### src/rtl/run_detector.sv
// run_detector: serial "N in a row" qualifier with entry pulse and saturating run length.
// Optional feature macro: EVT_CNT_EN (adds a wrapping detection-event counter on evt_cnt_o).
// Ports:
//   clk_i        rising-edge clock
//   reset_i      asynchronous active-high reset
//   en_i         sample strobe; in_i is sampled only when high
//   in_i         serial data bit
//   pol_i        match polarity (1 = count ones, 0 = count zeros)
//   clr_i        synchronous clear of the run state
//   out_o        high while in DETECT
//   det_pulse_o  one-cycle pulse on entry to DETECT
//   run_len_o    current consecutive-match count, saturating at all-ones
//   evt_cnt_o    number of DETECT entries (constant 0 without EVT_CNT_EN)
module run_detector #(
  parameter int RUN_LEN = 4,
  parameter int CNT_W   = 8,
  parameter int EVT_W   = 16
) (
  input  logic             clk_i,
  input  logic             reset_i,
  input  logic             en_i,
  input  logic             in_i,
  input  logic             pol_i,
  input  logic             clr_i,
  output logic             out_o,
  output logic             det_pulse_o,
  output logic [CNT_W-1:0] run_len_o,
  output logic [EVT_W-1:0] evt_cnt_o
);
  typedef enum logic [1:0] {IDLE, COUNT, DETECT} state_t;
  localparam logic [CNT_W-1:0] TARGET = CNT_W'(RUN_LEN);
  localparam logic [CNT_W-1:0] ONE    = CNT_W'(1);
  state_t           state_q, state_d;
  logic [CNT_W-1:0] run_q, run_d, inc, sat;
  logic             pulse_q, pulse_d, match;
  assign match = in_i == pol_i;
  assign inc   = run_q + ONE;
  assign sat   = &run_q ? run_q : inc;
  always_comb begin
    state_d = state_q;
    run_d   = run_q;
    if (clr_i) begin
      state_d = IDLE;
      run_d   = '0;
    end else begin
      case (state_q)
        IDLE: if (en_i) begin
          state_d = match ? (TARGET == ONE ? DETECT : COUNT) : IDLE;
          run_d   = match ? ONE : '0;
        end
        COUNT: if (en_i) begin
          state_d = !match ? IDLE : (inc == TARGET ? DETECT : COUNT);
          run_d   = match ? inc : '0;
        end
        DETECT: if (en_i) begin
          state_d = match ? DETECT : IDLE;
          run_d   = match ? sat : '0;
        end
        // unreachable encoding recovers to IDLE regardless of en
        default: begin
          state_d = IDLE;
          run_d   = '0;
        end
      endcase
    end
  end
  assign pulse_d = (state_d == DETECT) && (state_q != DETECT);
  always_ff @(posedge clk_i or posedge reset_i) begin
    if (reset_i) begin
      state_q <= IDLE;
      run_q   <= '0;
      pulse_q <= 1'b0;
    end else begin
      state_q <= state_d;
      run_q   <= run_d;
      pulse_q <= pulse_d;
    end
  end
  assign out_o       = state_q == DETECT;
  assign det_pulse_o = pulse_q;
  assign run_len_o   = run_q;
`ifdef EVT_CNT_EN
  logic [EVT_W-1:0] evt_q;
  always_ff @(posedge clk_i or posedge reset_i) begin
    if (reset_i) evt_q <= '0;
    else if (pulse_d) evt_q <= evt_q + EVT_W'(1);
  end
  assign evt_cnt_o = evt_q;
`else
  assign evt_cnt_o = '0;
`endif
endmodule

### config.mk
export PLATFORM = sky130hd
export DESIGN_NAME = run_detector
export DESIGN_NICKNAME = d
export VERILOG_FILES = /design/src/rtl/run_detector.sv
export SDC_FILE = /design/constraint.sdc
export NUM_CORES = 1
export LEC_CHECK = 0
export CORE_AREA = 2 2 43 61
export DETAILED_ROUTE_END_ITERATION = 16
export DIE_AREA = 0 0 45 63
export GPL_ROUTABILITY_DRIVEN = 0
export GPL_TIMING_DRIVEN = 0
export PLACE_DENSITY_LB_ADDON = 0.2
export SYNTH_ARGS = -nofsm -noshare
export SYNTH_HDL_FRONTEND = slang
export SYNTH_SLANG_ARGS = --single-unit
### constraint.sdc
create_clock -name clk_i -period 2.05 [get_ports clk_i]
set_input_delay 0.5125 -clock clk_i [delete_from_list [all_inputs] [get_ports clk_i]]
set_output_delay 0.5125 -clock clk_i [all_outputs]
set_load 0.01 [all_outputs]
==> metrics list <==
* Result of the run: completed
- Part of the total power dissipated in the clock network: between 20% and 30%
- Mean cell area of the mapped netlist: between 9 and 10 µm²
- Area after detailed placement: around 1300 µm²
- Largest cells by area after synthesis: sky130_fd_sc_hd__dfrtp_1, sky130_fd_sc_hd__buf_4, sky130_fd_sc_hd__ha_1
* Final clock period utilization by the worst path: between 90 and 100%
* Portion of synthesized cell area occupied by the leading cell type: 27.0%
- For the worst-skew pair, the clock arrives at the later sink with an insertion delay of ~0.27 ns.
- Number of distinct library cell variants in the gate-level netlist after synthesis: 43
- Number of cells produced by synthesis: around 110
- Across the VDD grid, the largest voltage drop is ~250 µV.
* Clock sink count: 11
- The first detailed-routing pass took 4 iterations.
- Summing internal, switching and leakage power gives between 0.4 and 0.5 mW.
* Post-Synth XOR/XNOR Area: under 10%
- IO Port Bufs: 15
- The total count of hold-check failures in the final report was 0.
* EDFF count, synth: 0
- From synthesis to final layout, the design area changed by 27.0%.
- Lkg Pwr: 0.656 nW
- For this design, the CTS-stage hold fixing added 0 buffers.
- For the worst setup path, the data required time is 2.21 ns.
- The region available for standard cell placement spans 2310 µm².
- Buffers inserted during clock tree synthesis total 3.
- Layout cell share with drive strength beyond 1: around 22%
* Estimated wirelength of the detail-placed design: 1.77 mm
- The worst setup path is launched from an input port.
- Fraction of the mapped netlist area in simple logic gates: a little under 20%
* Number of warning messages in the yosys log: 0
- Signal arrival time at the worst endpoint: around 2.1 ns
* Power Dens Cells: 386 nW/µm²
- Summing the areas of all compound-gate instances in the mapped netlist gives 25.7% of the synthesized area.
- Post-synth top cells: sky130_fd_sc_hd__buf_4, sky130_fd_sc_hd__dfrtp_1, sky130_fd_sc_hd__a22o_1, sky130_fd_sc_hd__nor2_1, sky130_fd_sc_hd__inv_1
- Number of vias per cell after detailed routing: 5.41
* All-layer global routing usage: ~17%
- Chip Height: about 63 µm
* Final Slew Violations: 0
- Clock tree buffer depth: 2
- After synthesis the netlist holds a flip-flop and latch count of 11.
* Adder and majority cell fraction of the synthesized area: ~7.4%
- The synthesized design spends more area on one cell type than any other, namely sky130_fd_sc_hd__dfrtp_1.
- Clock tree from TritonCTS: yes
- The worst hold path belongs to the class input port to async pin.
- Setup violations remaining at the end of the flow were counted as 0.
- Routed wire per std cell: approximately 13 µm
* DRT iter0 DRCs: 16
- Internal cell power: between 0.3 and 0.4 mW
- Unrepaired setup endpoints after global routing: no
- Die width: between 40 and 50 µm
* Via count: around 900
- Net switching component of the power: 0.145 mW
* Diode insertion count for antenna repair: 0
- Summed over all layers, the routed wires come to about 2.1 mm.
- Net switching is roughly 29% of the power.
- Counting both buffers and inverters, the worst setup path holds a total of 1.
- Counting flops with an async set or reset pin after synthesis yields a share of 100%.
- At the pin with the least slew margin, the transition time is between 0.4 and 0.5 ns.
- Die footprint: around 2800 µm²
- In this design, the largest share of critical-path delay is due to buffers and inverters.
* Congestion Overflow GR: 0
* Comb power frac: between 20 and 25%
- Synthesized area: a little over 1000 µm²
- Shortest clock period the worst path allows after layout: about 2.0 ns
- Non-Filler Cell Area, Final: 1300 µm²
* Setup skew after layout: about 0.0065 ns
- Max-slew headroom: around 67%
* Row count: 21
- Cell at the slowest stage of the critical path: sky130_fd_sc_hd__clkdlybuf4s50_1
- Post-Route Hold Slack: 0.540 ns
* Initial antenna violation count: 0
* Count of boundary I/O pins: 32
- The share of total power dissipated in sequential elements is approximately 46%.
- Clock tree synthesis selected as its root buffer the cell sky130_fd_sc_hd__clkbuf_4.
- Clk pin slew, worst setup/hold paths: roughly 0.070 ns
- The first global-routing pass estimated 3.68 mm of wire.
* Proportion of synthesized area in mux cells: roughly 1.1%
- Residual antenna-violating net count after detailed routing: 0
* Net count, final: between 150 and 200
- DRC violation count after routing: 0
- Portion of the post-synthesis area used by sequential elements: between 20% and 30%
- Max-cap violations: 0
* Number of global-route vias before repair: between 800 and 900
- In this run the worst path has a maximum fanout of 6.
* Capturing element type of the critical path: flop
- Effective utilization at floorplan: between 40% and 50%
* Largest net degree at the start of global routing: 12
* Critical path start-end classification: input port to flop
- Among all flip-flop cells after synthesis, the most frequent one is sky130_fd_sc_hd__dfrtp_1.
* Total number of H-tree levels: 1
- By area, the combinational part of the netlist is dominated by compound AO/OA/AOI/OAI gates.
- Crit-path max cell delay: about 0.47 ns
* CP Cell Sequence: clkdlybuf4s50_1, xor2_2, o41ai_4, nand2_2, mux2_1
* Maximum operating frequency: 508 MHz
- Cell with the most instances after synthesis: sky130_fd_sc_hd__buf_4
## flip-flops by register name, summed over array words and instances, names as in the netlist
| register | count |
|---|---|
| state_q | 2 |
| det_pulse_o | 1 |
| run_len_o | 8 |
## per-layer routing
| metal | global-route usage (%) | vias up | share of wire (%) | routed length [µm] |
|---|---|---|---|---|
| met5 | 0 | - | 0 | 0 |
| met4 | 8.09 | 0 | 2.2 | 48 |
| met3 | 3.76 | 8 | 3.9 | 84 |
| met2 | 30.7 | 26 | 56 | 1210 |
| met1 | 18.3 | 421 | 38 | 807 |
| li1 | - | 443 | - | - |
## repair_timing
action,CTS,global route
endpoints found under the setup margin,1,8
resized for setup,2,2
setup buffers,0,0
pin swaps,0,1
## metrics by stage
stage / utilization (%) / setup WS, ns / std cells / TNS (ns)
final: 56.1 / 0.0805 / 166 / 0
after global placement: 54.3 / -0.227 / 162 / -1.65
after CTS: 55.5 / 0.0239 / 166 / 0
after floorplan: - / 0.195 / 124 / 0
after global routing: 56.1 / 0.00331 / 166 / 0
after detailed placement: 54.3 / -0.236 / 162 / -1.72
## layout by cell type, fill, tap and decap left out, types with 2 or more instances in the layout
| master | Yosys | layout |
|---|---|---|
| sky130_fd_sc_hd__a22o_1 | 8 | 8 |
| sky130_fd_sc_hd__and3_1 | 4 | 4 |
| sky130_fd_sc_hd__buf_4 | 16 | 16 |
| sky130_fd_sc_hd__clkbuf_4 | 0 | 3 |
| sky130_fd_sc_hd__clkdlybuf4s50_1 | 0 | 14 |
| sky130_fd_sc_hd__conb_1 | 1 | 16 |
| sky130_fd_sc_hd__dfrtp_1 | 11 | 11 |
| sky130_fd_sc_hd__ha_1 | 6 | 5 |
| sky130_fd_sc_hd__inv_1 | 7 | 7 |
| sky130_fd_sc_hd__nand2_1 | 2 | 2 |
| sky130_fd_sc_hd__nand2b_1 | 2 | 2 |
| sky130_fd_sc_hd__nand3_1 | 3 | 2 |
| sky130_fd_sc_hd__nor2_1 | 8 | 8 |
| sky130_fd_sc_hd__nor2b_1 | 3 | 3 |
| sky130_fd_sc_hd__nor3_1 | 3 | 3 |
| sky130_fd_sc_hd__o21ai_0 | 2 | 2 |
| sky130_fd_sc_hd__o22ai_1 | 3 | 3 |
| sky130_fd_sc_hd__xnor2_1 | 2 | 2 |
## area by class of cell
type                       count  area [µm²]
tap                           23        28.8
sequential                    11         275
clock buffer                   4        26.3
buffer                        17         131
timing repair buffer          15         149
fill                         229        1020
inverter                       7        26.3
multi-input combinational     89         659
## power by group through the flow
stage	clock (mW)	combinational (mW)	sequential (mW)
2_1_floorplan	0	0.0896	0.231
3_3_place_gp	0	0.120	0.231
3_5_place_dp	0	0.121	0.232
4_1_cts	0.158	0.121	0.227
5_1_grt	0.167	0.138	0.228
6_report	0.149	0.123	0.227
## logic make-up after synthesis
group,count (synthesis)
compound gates,29
simple gates,33
mux,1
buf+inv,24
flops,11
fa+ha+maj,6
other cells,1
xor+xnor,4
## final timing paths
kind | startpoint | end | slack [ns] | cells past startpoint
hold / removal | reset_i | run_len_o[4]$_DFFE_PP0P_ | 0.54 | 2
min in group clk_i | run_len_o[7]$_DFFE_PP0P_ | run_len_o[7]$_DFFE_PP0P_ | 0.64 | 1
setup reg to reg | state_q[0]$_DFF_PP0_ | run_len_o[0]$_DFFE_PP0P_ | 0.13 | 6
setup / recovery | pol_i | run_len_o[0]$_DFFE_PP0P_ | 0.08 | 5
max in group asynchronous | reset_i | run_len_o[5]$_DFFE_PP0P_ | 1.21 | 2
hold reg to reg | run_len_o[7]$_DFFE_PP0P_ | run_len_o[7]$_DFFE_PP0P_ | 0.64 | 1
Note: power is estimated with default switching activity, not from simulation.
